File: config.mk
export PLATFORM = sky130hd
export DESIGN_NAME = tdm_demux_4
export DESIGN_NICKNAME = d
export VERILOG_FILES = /design/src/rtl/tdm_demux_4.sv
export SDC_FILE = /design/constraint.sdc
export NUM_CORES = 1
export LEC_CHECK = 0
export CORE_MARGIN = 2
export CORE_UTILIZATION = 48
export CTS_CLUSTER_SIZE = 30
export DETAILED_ROUTE_END_ITERATION = 10
export MAX_ROUTING_LAYER = met4
export PLACE_DENSITY = 0.78
export RECOVER_POWER = 50
export SYNTH_ARGS = -nofsm -noshare
export SYNTH_HDL_FRONTEND = slang
export SYNTH_SLANG_ARGS = --single-unit
export TNS_END_PERCENT = 5
File: constraint.sdc
create_clock -name clk -period 1.9 [get_ports clk]
set_clock_uncertainty 0.15 [all_clocks]
set_input_delay 0.475 -clock clk [delete_from_list [all_inputs] [get_ports clk]]
set_output_delay 0.475 -clock clk [all_outputs]
set_load 0.01 [all_outputs]
File: src/rtl/tdm_demux_4.sv
// TDM demux: splits a 4-slot frame on din into registered channels m0..m3; commit visible the cycle after the last beat.
// Optional even-parity trailer beat when TDM_DEMUX_PARITY_EN is defined; din_valid low simply stalls all state.
module tdm_demux_4 #(
  parameter int W = 2
) (
  input  logic         clk,
  input  logic         rst,
  input  logic [W-1:0] din,
  input  logic         din_valid,
  input  logic         frame_start,
  output logic [W-1:0] m0,
  output logic [W-1:0] m1,
  output logic [W-1:0] m2,
  output logic [W-1:0] m3,
  output logic         frame_valid,
  output logic         sync_err,
  output logic         par_err,
  output logic         busy
);

`ifdef TDM_DEMUX_PARITY_EN
  typedef enum logic [1:0] {IDLE = 2'd0, RUN = 2'd1, PAR = 2'd2} state_e;
`else
  typedef enum logic [1:0] {IDLE = 2'd0, RUN = 2'd1} state_e;
`endif

  state_e              state_q, state_d;
  logic [1:0]          slot_q, slot_d;
  logic [3:0][W-1:0]   shadow_q, shadow_d;
  logic [3:0][W-1:0]   m_q, m_d;
  logic                frame_valid_q, frame_valid_d;
  logic                sync_err_q, sync_err_d;
`ifdef TDM_DEMUX_PARITY_EN
  logic                par_err_q, par_err_d;
`endif

  always_comb begin
    state_d       = state_q;
    slot_d        = slot_q;
    shadow_d      = shadow_q;
    m_d           = m_q;
    frame_valid_d = 1'b0;
    sync_err_d    = 1'b0;
`ifdef TDM_DEMUX_PARITY_EN
    par_err_d     = 1'b0;
`endif
    if (din_valid) begin
      // A frame_start beat always resynchronises, whatever the state.
      if (frame_start) begin
        sync_err_d  = (state_q != IDLE);
        shadow_d[0] = din;
        slot_d      = 2'd1;
        state_d     = RUN;
      end else begin
        case (state_q)
          RUN: begin
            shadow_d[slot_q] = din;
            slot_d           = slot_q + 2'd1;
            if (slot_q == 2'd3) begin
`ifdef TDM_DEMUX_PARITY_EN
              state_d = PAR;
`else
              m_d           = {din, shadow_q[2], shadow_q[1], shadow_q[0]};
              frame_valid_d = 1'b1;
              state_d       = IDLE;
`endif
            end
          end
`ifdef TDM_DEMUX_PARITY_EN
          PAR: begin
            if (din[0] == (^shadow_q)) begin
              m_d           = shadow_q;
              frame_valid_d = 1'b1;
            end else begin
              par_err_d = 1'b1;
            end
            state_d = IDLE;
          end
`endif
          default: ;
        endcase
      end
    end
  end

  always_ff @(posedge clk or posedge rst) begin
    if (rst) begin
      state_q       <= IDLE;
      slot_q        <= 2'd0;
      shadow_q      <= '0;
      m_q           <= '0;
      frame_valid_q <= 1'b0;
      sync_err_q    <= 1'b0;
`ifdef TDM_DEMUX_PARITY_EN
      par_err_q     <= 1'b0;
`endif
    end else begin
      state_q       <= state_d;
      slot_q        <= slot_d;
      shadow_q      <= shadow_d;
      m_q           <= m_d;
      frame_valid_q <= frame_valid_d;
      sync_err_q    <= sync_err_d;
`ifdef TDM_DEMUX_PARITY_EN
      par_err_q     <= par_err_d;
`endif
    end
  end

  assign m0          = m_q[0];
  assign m1          = m_q[1];
  assign m2          = m_q[2];
  assign m3          = m_q[3];
  assign frame_valid = frame_valid_q;
  assign sync_err    = sync_err_q;
  assign busy        = (state_q != IDLE);
`ifdef TDM_DEMUX_PARITY_EN
  assign par_err     = par_err_q;
`else
  assign par_err     = 1'b0;
`endif

endmodule

# Word level (Yosys, flattened, before mapping)
# Cells that the tools add are included.
# totals
regBits	22
inputBits	6
# classes
n_eq_ne	2
addsub	1
n_reduce_logical	8
bitwise_logic	1
magnitude_cmp	2
mux	16
# ops
cell	count
$mux 2	8
$bwmux 8	1
$mux 1	6
$reduce_and 3->1	2
$reduce_bool 2->1	3
$demux 2 s2	1
$reduce_and 4->1	1
$lt 2x3->1 const B	1
$add 2x1->2 const B	1
$eq 2x1->1 const B	1
$eq 2x2->1 const B	1
$ge 2x1->1 const B	1
$reduce_and 2->1	1
$logic_and 1x1->1	1
$not 1->1	1

# Depth between registers and ports, before layout
# logic_depth
depth_word	7
ltp_mapped	4
ltp_nobuf	4

# Worst setup path before layout
# Ideal clock, no wire load.
# synth_timing
path_kind	reg2reg
start	register slot_q[0]
end	register m_q (netlist bit m0[0])
period_less_slack_ps	1412
arrival_time_ps	1137
path_stages_with_launch	4
slack_ps	488
path_buffers	0
path_cell_list	dfrtp_1 -> ha_1 -> nand4b_4 -> mux2_2
# synth_via
elab_chain_cells	2
# synth_rtl
element	line_no	rtl
start: declaration	28	logic [1:0] slot_q, slot_d;
start signal: assignment	99	slot_q <= slot_d;
$eq 2x2->1	59	if (slot_q == 2'd3) begin
$reduce_and 4->1 (no line)	n/a	
end signal: assignment	101	m_q <= m_d;
end: declaration	30	logic [3:0][W-1:0] m_q, m_d;
# No other way between the ends.
# A chain may end at the register's enable or synchronous reset.

# Worst setup path after layout
# layout_timing
start	register state_q[0]
end	output busy
# layout_via
elab_chain_cells	1
# layout_rtl
element	line_no	rtl
start: declaration	27	state_e state_q, state_d;
start signal: assignment	98	state_q <= state_d;
$reduce_bool 2->1	116	assign busy = (state_q != IDLE);
end: declaration	18	output logic busy
# No other way between the ends.

==> results by group <==
Outcome
  • Status: complete, no violations

Global routing
  • GRT met1 Usage: 16.9%
  • Met2 track demand over resource: 28.9%
  • Total track usage: 15.9%
  • First-pass GRT wire length: 2330 um
  • Vias in the first global route: 571
  • Initial antenna violation count: 0
  • Pin count of the biggest net entering global routing: 20
  • M3 GR Usage: 2.35%
  • Grt total ovfl: 0
  • GR peak layer: met2

Floorplan
  • Die height: 46.5 um
  • Die area: 2160 um2
  • Initial Utilization: 50.7%
  • Core Region: 1710 um2
  • # rows: 15
  • Die W: 46.5 um
  • Io pins: 18

Routing
  • TritonRoute pass-1 iters: 4
  • Post-Route WL: 1390 um
  • Antenna Nets Post-Route: 0
  • Via density: 5.10
  • DR WL/cell: 12.5 um
  • DRC viols: 0
  • Via count: 566
  • Initial drt markers: 5

Clock network
  • Setup Buffers After CTS: 0
  • Clock-pin transition on the worst setup and hold timing paths: 110 ps
  • CTS Sinks: 19
  • Skew-Pair Late Insertion Delay: 290 ps
  • CTS Buf Count: 3
  • Htree depth: 1
  • Post-CTS Hold Fix Bufs: 0
  • TritonCTS clock tree: yes
  • Post-CTS Resized: 0
  • Root Driver: clkbuf_4
  • Clock tree buffer depth: 2

Timing
  • Least-Margin Pin Slew: 973 ps
  • Tcrit/Tclk final: 95.3%
  • Fin crit period: 1810 ps
  • Unrepaired setup endpoints after global routing: no
  • Setup violators final: 0
  • Final Slew Violations: 0
  • Slew headroom: 35.2%
  • Endpoints failing hold: 0
  • Fin Hold WS: 364 ps
  • Fmax: 552 MHz

Synth
  • Seq/Total Area, Yosys: 54.9%
  • Largest cells by area after synthesis: dfrtp_1 55%, mux2_2 16%, ha_1 5.8%
  • Area of the mapped netlist: 866 um2
  • Syn_nets: 75
  • Post-Synthesis Cells: 65
  • #FFs+latches synth: 19
  • Synth warn: 0
  • Synth top area share: 54.9%
  • Yosys cell types: 23
  • Mean Syn Cell Area: 13.3 um2
  • Post-synth top area cell: dfrtp_1

Layout
  • Final Non-Filler Cells: 111
  • Finished Cell Area: 1080 um2
  • Ant. Diodes: 0
  • Layout area overhead: 24.6%
  • Fin nets: 97
  • Share of cells above drive strength 1: 23.3%

Worst setup path
  • Crit-path leading delay family: buffers and inverters
  • CP Capture Type: output port
  • CP peak stage delay: 530 ps
  • Max FO, Critical Path: 2
  • Worst path cell trace: clkdlybuf4s50_1
  • Worst endpoint required time: 1270 ps
  • Buffers plus inverters on the worst setup path: 1
  • Crit path kind: flip-flop to output port
  • Arrival time at the worst endpoint: 1190 ps
  • Worst Setup Start Kind: flip-flop
  • Reg2reg setup slack: 380 ps
  • CP max-delay cell: clkdlybuf4s50_1

Placement
  • Gp weighted congestion: 0.715
  • DP Wirelength: 1000 um
  • Placed cells: 107
  • PortBufs: 16
  • Placed cell area: 1060 um2

Power
  • Power Dens Cells: 1380 nW/um2
  • Sw frac: 30.6%
  • Internal Pwr Total: 0.00104 W
  • Clock power frac: 13.4%
  • Max rail drop VDD: 0.798 mV
  • Share of power burned in registers: 44.6%
  • Comb power frac: 42.0%
  • Total power: 0.00149 W
  • NetSw: 0.000457 W
  • Static leakage: 0.506 nW

Min path
  • Hold WC Path Type: flip-flop to flip-flop

Run
  • Max_cap viols: 0
Yosys cell counts:
master	count
dfrtp_1	19
mux2_2	12
ha_1	4
inv_1	4
nand2_1	3
a21bo_2	2
and3_1	2
buf_4	2
nand4b_1	2
o22ai_1	2
a211oi_1	1
a21oi_1	1
a22o_1	1
a32o_1	1
and2_1	1
buf_2	1
buf_6	1
conb_1	1
nand4b_4	1
nor2_1	1
nor2b_1	1
nor3_1	1
o21ai_0	1
power groups by stage:
| stage | sequential (W) | combinational, W | clock [W] |
|---|---|---|---|
| final | 0.000666 | 0.000627 | 0.000201 |
| after global routing | 0.000692 | 0.000687 | 0.000222 |
| after CTS | 0.000668 | 0.000637 | 0.000203 |
| after detailed placement | 0.000678 | 0.000630 | 0 |
| after global placement | 0.000672 | 0.000613 | 0 |
| after floorplan | 0.000713 | 0.000310 | 0 |
cell type report:
class	instances	area [um2]
clock buffer	4	26.3
fill	135	629
inverter	4	15.0
multi-input combinational	38	344
sequential	19	475
tap	25	31.3
timing repair buffer	21	186
path summary, 6_finish.rpt:
check,startpoint,to,depth (start not counted)
worst max register to register,slot_q[0],m3[1],3
worst max-delay path,state_q[0],busy,1
worst min-delay path,shadow_q[3],m1[1],1
worst min register to register,shadow_q[3],m1[1],1
min in group asynchronous,rst,shadow_q[4],3
max in group asynchronous,rst,m3[1],3
layer usage:
metal | up-vias | wire [um]
li1 | 270 | -
met1 | 277 | 600
met2 | 15 | 703
met3 | 4 | 56
met4 | 0 | 25
met5 | - | 0
layout by cell type, fill, tap and decap left out:
cell type and instances:
clkdlybuf4s50_1 15, a21oi_1 1, mux2_2 12, ha_1 4
a32o_1 1, nand2_1 3, clkbuf_1 4, nand4b_4 1
buf_4 2, and3_1 2, nand4b_1 2, dlygate4sd3_1 1
dfrtp_1 19, o22ai_1 2, nor2_1 1, a21bo_2 2
conb_1 1, nor3_1 1, a22o_1 1, clkbuf_4 3
a211oi_1 1, and2_1 1, nor2b_1 1, o21ai_0 1
inv_1 4
cells by family (layout without fill, tap and decap cells):
| family | after synthesis | after routing | share of synthesized area, % |
|---|---|---|---|
| flops | 19 | 19 | 54.9 |
| mux | 12 | 12 | 15.6 |
| simple gates | 12 | 12 | 9.97 |
| compound gates | 9 | 9 | 7.95 |
| buf+inv | 8 | 29 | 5.35 |
| fa+ha+maj | 4 | 4 | 5.78 |
| other cells | 1 | 1 | 0.433 |
per-stage QoR:
| step | utilization (%) | setup TNS (ps) | setup slack [ps] |
|---|---|---|---|
| 4_1_cts | 63.8 | 0 | 83.5 |
| 6_report | 63.2 | 0 | 89.1 |
| 5_1_grt | 63.2 | 0 | 39.1 |
| 3_5_place_dp | 62.3 | -2.01 | -2.01 |
| 3_3_place_gp | 62.3 | 0 | 22.7 |
| 2_1_floorplan | - | 0 | 488 |
registers in the layout, indices dropped and copies added (netlist names):
register,cells
frame_valid,1
shadow_q,6
state_q,1
slot_q,2
m3,2
m1,2
m0,2
sync_err,1
m2,2
(Power assumes the default switching activity.)
